<file path="src/rtl/pswitch_pkg.sv">
// Shared constants, helpers and entry type for the N-port packet switch.
package pswitch_pkg;

   localparam int NPORTS_DEF = 4;
   localparam int AW_DEF     = 8;
   localparam int DW_DEF     = 8;
   localparam int DEPTH_DEF  = 4;
   localparam int CNTW_DEF   = 16;

   function automatic int port_w(input int n);
      return $clog2(n);
   endfunction

   typedef struct packed {
      logic [AW_DEF-1:0] addr;
      logic [DW_DEF-1:0] data;
   } entry_t;

endpackage

</file>
<file path="src/rtl/pswitch_if.sv">
// Input/output handshake bundle of the packet switch; per-port fields are packed side by side.
interface pswitch_if
   import pswitch_pkg::*;
#(
   parameter int NPORTS = NPORTS_DEF,
   parameter int AW     = AW_DEF,
   parameter int DW     = DW_DEF,
   parameter int CNTW   = CNTW_DEF
);
   logic [NPORTS*AW-1:0] addr_in;
   logic [NPORTS*DW-1:0] data_in;
   logic [NPORTS-1:0]    valid_in;
   logic [NPORTS-1:0]    in_rdy;
   logic [NPORTS-1:0]    rcv_rdy;
   logic [NPORTS-1:0]    data_rd;
   logic [NPORTS*AW-1:0] addr_out;
   logic [NPORTS*DW-1:0] data_out;
   logic [NPORTS-1:0]    valid_out;
   logic [CNTW-1:0]      drop_cnt;

   modport master (
      output addr_in, data_in, valid_in, data_rd,
      input  in_rdy, rcv_rdy, addr_out, data_out, valid_out, drop_cnt
   );

   modport slave (
      input  addr_in, data_in, valid_in, data_rd,
      output in_rdy, rcv_rdy, addr_out, data_out, valid_out, drop_cnt
   );
endinterface

</file>
<file path="src/rtl/pswitch_fifo.sv">
// Per-output synchronous FIFO; read data and read strobe are registered one cycle after pop.
module pswitch_fifo #(
   parameter int W     = 16,
   parameter int DEPTH = 4
)(
   input  logic         clk,
   input  logic         reset,
   input  logic         push,
   input  logic         pop,
   input  logic [W-1:0] wdata,
   output logic         full,
   output logic         empty,
   output logic [W-1:0] rdata,
   output logic         rvalid
);
   localparam int IW = $clog2(DEPTH);
   localparam logic [IW:0] PTR_ONE = (IW+1)'(1);

   logic [W-1:0] mem [DEPTH];
   logic [IW:0]  wr_ptr_reg, rd_ptr_reg;
   logic [W-1:0] rdata_reg;
   logic         rvalid_reg;
   logic         do_push, do_pop;

   // Extra pointer MSB separates full (MSBs differ) from empty (pointers equal).
   assign empty   = (wr_ptr_reg == rd_ptr_reg);
   assign full    = (wr_ptr_reg[IW] != rd_ptr_reg[IW]) &&
                    (wr_ptr_reg[IW-1:0] == rd_ptr_reg[IW-1:0]);
   assign do_push = push && !full;
   assign do_pop  = pop && !empty;
   assign rdata   = rdata_reg;
   assign rvalid  = rvalid_reg;

   always_ff @(posedge clk) begin
      if (do_push) mem[wr_ptr_reg[IW-1:0]] <= wdata;
   end

   always_ff @(posedge clk or negedge reset) begin
      if (!reset) begin
         wr_ptr_reg <= '0;
         rd_ptr_reg <= '0;
         rdata_reg  <= '0;
         rvalid_reg <= 1'b0;
      end else begin
         if (do_push) wr_ptr_reg <= wr_ptr_reg + PTR_ONE;
         if (do_pop) begin
            rd_ptr_reg <= rd_ptr_reg + PTR_ONE;
            rdata_reg  <= mem[rd_ptr_reg[IW-1:0]];
         end
         rvalid_reg <= do_pop;
      end
   end

endmodule

</file>
<file path="src/rtl/pswitch_core.sv">
// N-port packet switch: address decode, per-output round-robin arbiters feeding
// per-output FIFOs, and a saturating counter of words dropped for illegal addresses.
module pswitch_core
   import pswitch_pkg::*;
#(
   parameter int NPORTS = NPORTS_DEF,
   parameter int AW     = AW_DEF,
   parameter int DW     = DW_DEF,
   parameter int DEPTH  = DEPTH_DEF,
   parameter int CNTW   = CNTW_DEF
)(
   input logic      clk,
   input logic      reset,
   pswitch_if.slave bus
);
   localparam int PW = port_w(NPORTS);
   localparam int EW = AW + DW;
   localparam int SW = ((CNTW > 5) ? CNTW : 5) + 1;
   localparam logic [CNTW-1:0] CNT_MAX = '1;

   logic [AW-1:0]     addr_i [NPORTS];
   logic [DW-1:0]     data_i [NPORTS];
   logic [NPORTS-1:0] legal;
   logic [NPORTS-1:0] grant_vec [NPORTS];
   logic [EW-1:0]     rd_data [NPORTS];
   logic              rd_valid [NPORTS];
   logic              not_empty [NPORTS];
   logic [NPORTS-1:0] in_rdy;
   logic [CNTW-1:0]   drop_cnt_reg, drop_cnt_next;
   logic [4:0]        drop_n;
   logic [SW-1:0]     drop_sum;

   // A word is legal exactly when its whole address is a valid port number.
   always_comb begin
      legal = '0;
      for (int i = 0; i < NPORTS; i++) begin
         addr_i[i] = bus.addr_in[i*AW +: AW];
         data_i[i] = bus.data_in[i*DW +: DW];
         legal[i]  = ({1'b0, addr_i[i]} < (AW+1)'(NPORTS));
      end
   end

   genvar gi;
   for (gi = 0; gi < NPORTS; gi++) begin : g_out
      logic [NPORTS-1:0] req;
      logic [NPORTS-1:0] grant;
      logic              gnt, full, empty;
      logic [EW-1:0]     push_data;
      logic [PW-1:0]     rr_ptr_reg, rr_next;

      always_comb begin
         int idx;
         idx       = 0;
         req       = '0;
         grant     = '0;
         gnt       = 1'b0;
         push_data = '0;
         rr_next   = rr_ptr_reg;
         for (int i = 0; i < NPORTS; i++)
            req[i] = bus.valid_in[i] && legal[i] && (addr_i[i][PW-1:0] == PW'(gi));
         if (!full) begin
            for (int k = 0; k < NPORTS; k++) begin
               idx = (int'(rr_ptr_reg) + k) % NPORTS;
               if (!gnt && req[idx]) begin
                  gnt        = 1'b1;
                  grant[idx] = 1'b1;
                  push_data  = {addr_i[idx], data_i[idx]};
                  rr_next    = PW'((idx + 1) % NPORTS);
               end
            end
         end
      end

      always_ff @(posedge clk or negedge reset) begin
         if (!reset)   rr_ptr_reg <= '0;
         else if (gnt) rr_ptr_reg <= rr_next;
      end

      assign grant_vec[gi] = grant;
      assign not_empty[gi] = !empty;

      pswitch_fifo #(.W(EW), .DEPTH(DEPTH)) u_fifo (
         .clk    (clk),
         .reset  (reset),
         .push   (gnt),
         .pop    (bus.data_rd[gi]),
         .wdata  (push_data),
         .full   (full),
         .empty  (empty),
         .rdata  (rd_data[gi]),
         .rvalid (rd_valid[gi])
      );
   end

   // Illegal words are always taken (and dropped); legal ones only on a grant.
   always_comb begin
      in_rdy = ~legal;
      for (int j = 0; j < NPORTS; j++) in_rdy = in_rdy | grant_vec[j];
   end

   always_comb begin
      drop_n = '0;
      for (int i = 0; i < NPORTS; i++)
         if (bus.valid_in[i] && !legal[i]) drop_n = drop_n + 5'd1;
      drop_sum      = SW'(drop_cnt_reg) + SW'(drop_n);
      drop_cnt_next = (drop_sum > SW'(CNT_MAX)) ? CNT_MAX : drop_sum[CNTW-1:0];
   end

   always_ff @(posedge clk or negedge reset) begin
      if (!reset) drop_cnt_reg <= '0;
      else        drop_cnt_reg <= drop_cnt_next;
   end

   always_comb begin
      bus.in_rdy    = in_rdy;
      bus.drop_cnt  = drop_cnt_reg;
      bus.rcv_rdy   = '0;
      bus.valid_out = '0;
      bus.addr_out  = '0;
      bus.data_out  = '0;
      for (int j = 0; j < NPORTS; j++) begin
         bus.rcv_rdy[j]            = not_empty[j];
         bus.valid_out[j]          = rd_valid[j];
         bus.addr_out[j*AW +: AW]  = rd_data[j][EW-1:DW];
         bus.data_out[j*DW +: DW]  = rd_data[j][DW-1:0];
      end
   end

endmodule
</file>
<file path="src/flat_wrapper.sv">
// flat-port wrapper written by rule: the top's interface ports become plain ports
module pswitch_core_flat import pswitch_pkg::*;
#(
   parameter int NPORTS = NPORTS_DEF,
   parameter int AW     = AW_DEF,
   parameter int DW     = DW_DEF,
   parameter int DEPTH  = DEPTH_DEF,
   parameter int CNTW   = CNTW_DEF
)
  (clk, reset, bus_addr_in, bus_data_in, bus_valid_in, bus_data_rd, bus_in_rdy, bus_rcv_rdy, bus_addr_out, bus_data_out, bus_valid_out, bus_drop_cnt);
  pswitch_if #(.NPORTS(NPORTS), .AW(AW), .DW(DW), .CNTW(CNTW)) bus_i ();
  input logic clk;
  input logic reset;
  input wire logic [$bits(bus_i.addr_in)-1:0] bus_addr_in;
  input wire logic [$bits(bus_i.data_in)-1:0] bus_data_in;
  input wire logic [$bits(bus_i.valid_in)-1:0] bus_valid_in;
  input wire logic [$bits(bus_i.data_rd)-1:0] bus_data_rd;
  output wire logic [$bits(bus_i.in_rdy)-1:0] bus_in_rdy;
  output wire logic [$bits(bus_i.rcv_rdy)-1:0] bus_rcv_rdy;
  output wire logic [$bits(bus_i.addr_out)-1:0] bus_addr_out;
  output wire logic [$bits(bus_i.data_out)-1:0] bus_data_out;
  output wire logic [$bits(bus_i.valid_out)-1:0] bus_valid_out;
  output wire logic [$bits(bus_i.drop_cnt)-1:0] bus_drop_cnt;
  assign bus_i.addr_in = bus_addr_in;
  assign bus_i.data_in = bus_data_in;
  assign bus_i.valid_in = bus_valid_in;
  assign bus_i.data_rd = bus_data_rd;
  assign bus_in_rdy = bus_i.in_rdy;
  assign bus_rcv_rdy = bus_i.rcv_rdy;
  assign bus_addr_out = bus_i.addr_out;
  assign bus_data_out = bus_i.data_out;
  assign bus_valid_out = bus_i.valid_out;
  assign bus_drop_cnt = bus_i.drop_cnt;
  pswitch_core #(.NPORTS(NPORTS), .AW(AW), .DW(DW), .DEPTH(DEPTH), .CNTW(CNTW)) u_core (.clk(clk), .reset(reset), .bus(bus_i));
endmodule
</file>
<file path="config.mk">
export PLATFORM = sky130hd
export DESIGN_NAME = pswitch_core_flat
export DESIGN_NICKNAME = d
export VERILOG_FILES = /design/src/rtl/pswitch_pkg.sv /design/src/rtl/pswitch_if.sv /design/src/rtl/pswitch_fifo.sv /design/src/rtl/pswitch_core.sv /design/src/flat_wrapper.sv
export SDC_FILE = /design/constraint.sdc
export NUM_CORES = 1
export LEC_CHECK = 0
export CELL_PAD_IN_SITES_DETAIL_PLACEMENT = 0
export CELL_PAD_IN_SITES_GLOBAL_PLACEMENT = 2
export CORE_MARGIN = 4
export CORE_UTILIZATION = 39
export CTS_BUF_LIST = sky130_fd_sc_hd__clkbuf_8
export CTS_CLUSTER_DIAMETER = 60
export DETAILED_ROUTE_END_ITERATION = 10
export MAX_ROUTING_LAYER = met4
export PLACE_DENSITY_LB_ADDON = 0.1
export SYNTH_ARGS = -nofsm -noshare
export SYNTH_HDL_FRONTEND = slang
export SYNTH_HIERARCHICAL = 1
export SYNTH_SLANG_ARGS = --single-unit
</file>
<file path="constraint.sdc">
create_clock -name clk -period 4.4 [get_ports clk]
set_clock_uncertainty 0.1 [all_clocks]
set_input_delay 0.88 -clock clk [delete_from_list [all_inputs] [get_ports clk]]
set_output_delay 0.88 -clock clk [all_outputs]
set_load 0.02 [all_outputs]
</file>
==> impl_metrics.env, run 1 <==
export IMPL_largest_register_ffs=256
export IMPL_antenna_found_initial=4
export IMPL_cts_made_buffers=70
export IMPL_start_util_pct=39.5
export IMPL_clock_sinks=372
export IMPL_finish_utilization_pct=50.8
export IMPL_die_width_um=244
export IMPL_hold_buffers=0
export IMPL_synth_edff_count=256
export IMPL_grt_use_met3_pct=3.64
export IMPL_first_iter_violations=944
export IMPL_ant_nets=0
export IMPL_synth_compound_area_share_pct=8.51
export IMPL_r2r_start="u_core/g_out[0].rr_ptr_reg[0]"
export IMPL_gr_usage_met2_pct=32.5
export IMPL_final_cells=2859
export IMPL_synth_ff_type="edfxtp_1"
export IMPL_post_drt_wl_per_cell_um=20.9
export IMPL_fill_cells=4885
export IMPL_fmax_mhz=230
export IMPL_area_growth_pct=28.8
export IMPL_peakVddDrop_mv=0.295
export IMPL_synth_xor_area_share_pct=2.29
export IMPL_avgSynthCellArea_um2=13.8
export IMPL_rr_worst_depth=13
export IMPL_tritoncts="done"
export IMPL_cts_buffer_depth=3
export IMPL_powerDensity_mw_per_mm2=636
export IMPL_syn_cell_area_mm2=0.0218
export IMPL_fin_nets=2187
export IMPL_drc=0
export IMPL_yosys_warnings=6
export IMPL_setup_viol=0
export IMPL_portBuffers=165
export IMPL_end_kind="output port"
export IMPL_tns_ps=0
export IMPL_final_cell_mix="edfxtp_1 (256), buf_4 (237), mux4_2 (137)"
export IMPL_dpl_hpwl_um=42000
export IMPL_synth_async_reset_ratio_pct=31.2
export IMPL_drv_slew=0
export IMPL_synth_fa_ha_area_share_pct=3.54
export IMPL_synth_simple_area_share_pct=8.56
export IMPL_final_hold_viol_count=0
export IMPL_netlist_top_cell_by_area="edfxtp_1"
export IMPL_required_ps=3420
export IMPL_std_cell_rows=86
export IMPL_cts_max_level=3
export IMPL_crit_arrival_ps=3360
export IMPL_place_inst=2704
export IMPL_grt_pass1_vias=15754
export IMPL_cap_viol_max_count=0
export IMPL_muxShareOfSynthArea_pct=24.1
export IMPL_path_max_fanout=8
export IMPL_regToRegSetupSlack_ps=1140
export IMPL_clock_latency_ps=640
export IMPL_synth_top_family_by_area="multiplexers"
export IMPL_status="completed"
export IMPL_die_height_um=244
export IMPL_synth_top_cell_area_share_pct=35.3
export IMPL_start_kind="input port"
export IMPL_grtUsageMet1_pct=28.3
export IMPL_place_congestion=0.912
export IMPL_die_area_mm2=0.0597
export IMPL_min_path_type="in -> async"
export IMPL_layout_cells_most_common="edfxtp_1"
export IMPL_grt_util_all_layers_pct=20.7
export IMPL_fin_crit_ps=4340
export IMPL_grt_busiest_layer="met2"
export IMPL_core_region_area_mm2=0.0552
export IMPL_final_area_mm2=0.0281
export IMPL_tightest_slew_ps=1100
export IMPL_grt_overflow_total=0
export IMPL_wl_um=59700
export IMPL_io_pins=166
export IMPL_path_class="in -> out"
export IMPL_multi_input_area_mm2=0.0112
export IMPL_ys_ff_latch=372
export IMPL_regArea_mm2=0.0106
export IMPL_synth_cell_types=96
export IMPL_synth_area_leaders="edfxtp_1 (35%), mux4_2 (14%), dfrtp_1 (13%)"
export IMPL_vias=15311
export IMPL_drt_vias_per_instance=5.36
export IMPL_first_pass_iters=5
export IMPL_syn_inst=1577
export IMPL_post_route_period_util_pct=98.7
export IMPL_grt_max_degree=67
export IMPL_r2r_end="u_core/g_out[0].u_fifo/mem[1][1]"
export IMPL_grt_first_pass_wirelength_um=93500
export IMPL_clk_pin_slew_worst_paths_ps=60
export IMPL_leakage_nw=10.9
export IMPL_relSlewSlack_pct=26.4
export IMPL_dpl_instance_area_mm2=0.0261
export IMPL_drive_gt1_share_pct=33.5
export IMPL_cts_root_buffer="clkbuf_8"
export IMPL_ys_seq_area_share_pct=48.6
worst max-delay path, cell delays in order:
cell and delay, ps:
buf_2 100, or4_4 620, or3_4 420, mux4_2 600, buf_6 180, o31a_1 110
a21oi_2 140, o21bai_1 100, nand3_2 90, buf_6 120
synthesized netlist by cell type (9+ instances only):
master and number:
mux4_2 137, clkbuf_1 91, and2_1 17, a31oi_1 15
inv_1 60, dfrtp_1 116, o21ai_0 22, o211ai_1 12
xnor2_1 24, edfxtp_1 256, buf_1 12, ha_1 60
mux2_1 14, nand2b_1 9, mux2i_1 25, nor4_1 14
nand2_1 78, xor2_1 18, mux2_4 33, nor2b_1 16
a21o_1 10, a22oi_1 29, mux2_2 42, mux4_1 30
a211oi_1 17, nor2_1 70, buf_6 12, nor3_1 12
nand3_1 32, nor3b_1 14, nand4_1 29, a21oi_1 73
layer usage:
metal  part of all wire [%]  up-vias
met3                    4.5       60
met2                     49      367
met5                      0        -
li1                       -     7090
met4                    1.8        0
met1                     45     7794
kinds of logic (layout without fill, tap and decap cells):
group | after synthesis | after routing
multiplexers | 281 | 281
buffers and inverters | 199 | 617
flip-flops | 372 | 372
AND/OR/NAND/NOR | 345 | 345
AO/OA/AOI/OAI | 268 | 268
XOR/XNOR | 50 | 50
adder cells (fa/ha/maj) | 61 | 61
other | 1 | 117
worst max path at each step:
stage | from | to | slack (ps) | cells after the start
after floorplan | u_core/g_out[2].rr_ptr_reg[1] | bus_in_rdy[2] | -9 | 15
after global placement | bus_valid_in[3] | bus_in_rdy[0] | -570 | 11
after detailed placement | bus_valid_in[3] | bus_in_rdy[0] | -570 | 11
after CTS | bus_addr_in[9] | bus_in_rdy[0] | 4 | 10
after global routing | u_core/g_out[2].rr_ptr_reg[0] | bus_in_rdy[1] | -20 | 13
final | bus_addr_in[2] | bus_in_rdy[3] | 60 | 10
per-stage QoR:
stage          power (mW)  setup WS [ps]  hold WS, ps
5_1_grt              19.0          -21.6          164
3_5_place_dp         14.5           -565          380
4_1_cts              17.9           3.91          133
3_3_place_gp         14.4           -566          375
2_1_floorplan        11.5          -8.91          398
6_report             17.8           57.9          158
repair_timing:
action | 4_1_cts | 5_1_grt
setup endpoints to repair | 4 | 4
buffers inserted | 10 | 18
gates resized for setup | 126 | 65
pin swaps | 39 | 44
final cells by class:
class | instances | area share [%]
Tap cell | 748 | 3.34
Multi-Input combinational cell | 1118 | 40.0
Antenna cell | 4 | 0.0357
Clock buffer | 77 | 3.78
Clock inverter | 50 | 0.923
Timing Repair Buffer | 424 | 13.3
Inverter | 66 | 0.932
Sequential cell | 372 | 37.8
power by group:
group          total (mW)  switching (mW)  internal, mW
registers            5.24           0.422          4.82
logic                9.50            4.92          4.58
clock network        3.10            1.43          1.68
total                17.8            6.77          11.1
Power figures use the tool's default switching activity.
==> inputs of run 2 (changes only) <==
--- a/constraint.sdc
+++ b/constraint.sdc
@@ -4,2 +4,2 @@
 set_output_delay 0.88 -clock clk [all_outputs]
-set_load 0.02 [all_outputs]
+set_load 0.1 [all_outputs]
==> impl_metrics.env, run 2 (synthesized netlist as in run 1, its figures left out) <==
export IMPL_status="completed"
export IMPL_post_drt_wl_per_cell_um=20.8
export IMPL_portBuffers=165
export IMPL_end_kind="output port"
export IMPL_start_util_pct=39.5
export IMPL_io_pins=166
export IMPL_fmax_mhz=228
export IMPL_clock_sinks=372
export IMPL_grt_util_all_layers_pct=20.7
export IMPL_grt_pass1_vias=15815
export IMPL_place_inst=2719
export IMPL_r2r_start="u_core/g_out[2].rr_ptr_reg[1]"
export IMPL_die_height_um=244
export IMPL_core_region_area_mm2=0.0552
export IMPL_setup_viol=0
export IMPL_setup_slack_ps=14.8
export IMPL_grt_max_degree=88
export IMPL_whs_ps=253
export IMPL_path_max_fanout=4
export IMPL_drc=0
export IMPL_first_pass_iters=5
export IMPL_crit_arrival_ps=3410
export IMPL_drt_vias_per_instance=5.33
export IMPL_peakVddDrop_mv=0.494
export IMPL_area_growth_pct=29.6
export IMPL_post_route_period_util_pct=99.7
export IMPL_drv_slew=0
export IMPL_die_width_um=244
export IMPL_min_path_type="in -> async"
export IMPL_required_ps=3420
export IMPL_cts_root_buffer="clkbuf_8"
export IMPL_rr_worst_depth=24
export IMPL_fin_nets=2210
export IMPL_tightest_slew_ps=1100
export IMPL_antenna_found_initial=4
export IMPL_die_area_mm2=0.0597
export IMPL_leakage_nw=11.1
export IMPL_finish_utilization_pct=51.1
export IMPL_wl_um=60000
export IMPL_grt_setup_unrepaired="yes"
export IMPL_place_congestion=0.889
export IMPL_clock_latency_ps=630
export IMPL_final_cell_mix="buf_4 (264), edfxtp_1 (256), mux4_2 (137)"
export IMPL_cap_viol_max_count=0
export IMPL_final_hold_viol_count=0
export IMPL_layout_cells_most_common="buf_4"
export IMPL_cts_made_buffers=69
export IMPL_powerDensity_mw_per_mm2=723
export IMPL_grt_first_pass_wirelength_um=93400
export IMPL_drive_gt1_share_pct=34.6
export IMPL_relSlewSlack_pct=26.3
export IMPL_dpl_hpwl_um=41700
export IMPL_r2r_end="u_core/g_out[2].u_fifo/mem[2][6]"
export IMPL_largest_register_ffs=256
export IMPL_vias=15364
export IMPL_ant_nets=0
export IMPL_fin_crit_ps=4390
export IMPL_grt_overflow_total=0
export IMPL_hold_buffers=0
export IMPL_start_kind="input port"
export IMPL_clk_pin_slew_worst_paths_ps=50
export IMPL_regToRegSetupSlack_ps=300
export IMPL_tritoncts="done"
export IMPL_final_cells=2881
export IMPL_cts_max_level=3
export IMPL_path_class="in -> out"
export IMPL_first_iter_violations=886
export IMPL_cts_buffer_depth=3
export IMPL_post_place_ws_ps=-544
export IMPL_std_cell_rows=86
run 2: changes by cell type in the layout (fill, tap and decap cells not counted), moves of 4 or more:
cell / previous run / this run
inv_1: 84 / 88
clkbuf_2: 8 / 14
clkinv_1: 9 / 5
buf_4: 237 / 264
nor4_1: 0 / 5
dlygate4sd2_1: 11 / 7
clkbuf_8: 77 / 82
clkinvlp_4: 6 / 2
nor4_2: 10 / 6
buf_6: 13 / 19
clkinv_2: 5 / 1
clkdlybuf4s50_1: 124 / 120
run 2: how the worst max path moves through the flow:
stage / slack [ps] / depth (start not counted) / start / end
floorplan: -270 / 9 / bus_addr_in[5] / bus_in_rdy[0]
CTS: -60 / 10 / bus_addr_in[5] / bus_in_rdy[1]
detailed placement: -540 / 12 / bus_addr_in[14] / bus_in_rdy[0]
global placement: -530 / 12 / bus_addr_in[14] / bus_in_rdy[0]
finish: 10 / 13 / bus_valid_in[1] / bus_in_rdy[1]
global route: -100 / 9 / bus_addr_in[23] / bus_in_rdy[0]
run 2: layout make-up:
class	count	area (um2)
Fill cell	4850	27000
Multi-Input combinational cell	1118	11200
Sequential cell	372	10600
Timing Repair Buffer	448	3880
Clock buffer	81	1110
Tap cell	748	936
Inverter	66	255
Clock inverter	44	246
Antenna cell	4	10.0
run 2: layer usage:
metal,global-route usage (%),routed length (um),vias up
met5,-,0,-
met4,5.47,1150,0
met3,3.64,2700,85
met2,32.5,28600,362
met1,28.3,27500,7783
li1,-,-,7134
run 2: timing repair:
action / in CTS / in global routing
hold endpoints to repair: 0 / 0
gates resized for setup: 130 / 60
setup endpoints to repair: 4 / 52
pin swaps: 44 / 39
setup buffers: 24 / 10
run 2: report_power, final:
group | total [mW] | switching [mW] | internal, mW | leakage [nW]
combinational | 11.9 | 7.33 | 4.61 | 6.56
clock | 3.22 | 1.43 | 1.79 | 0.804
sequential | 5.25 | 0.434 | 4.82 | 3.71
run 2: critical path: stages:
cell	delay, ps
dlygate4sd2_1	260
buf_4	150
nor4bb_2	160
buf_4	140
buf_4	150
and3_1	190
mux4_2	480
nand2b_4	180
buf_4	140
a211oi_1	290
o21bai_2	120
nand3_4	90
buf_12	180
run 2: per-stage QoR:
stage          power (mW)  setup TNS, ps  area, um2
3_5_place_dp         16.9         -14270      26300
3_3_place_gp         16.8         -11780      26300
4_1_cts              20.5           -152      28100
5_1_grt              21.6           -246      28200
6_report             20.4              0      28200
2_1_floorplan        13.9           -578      22400
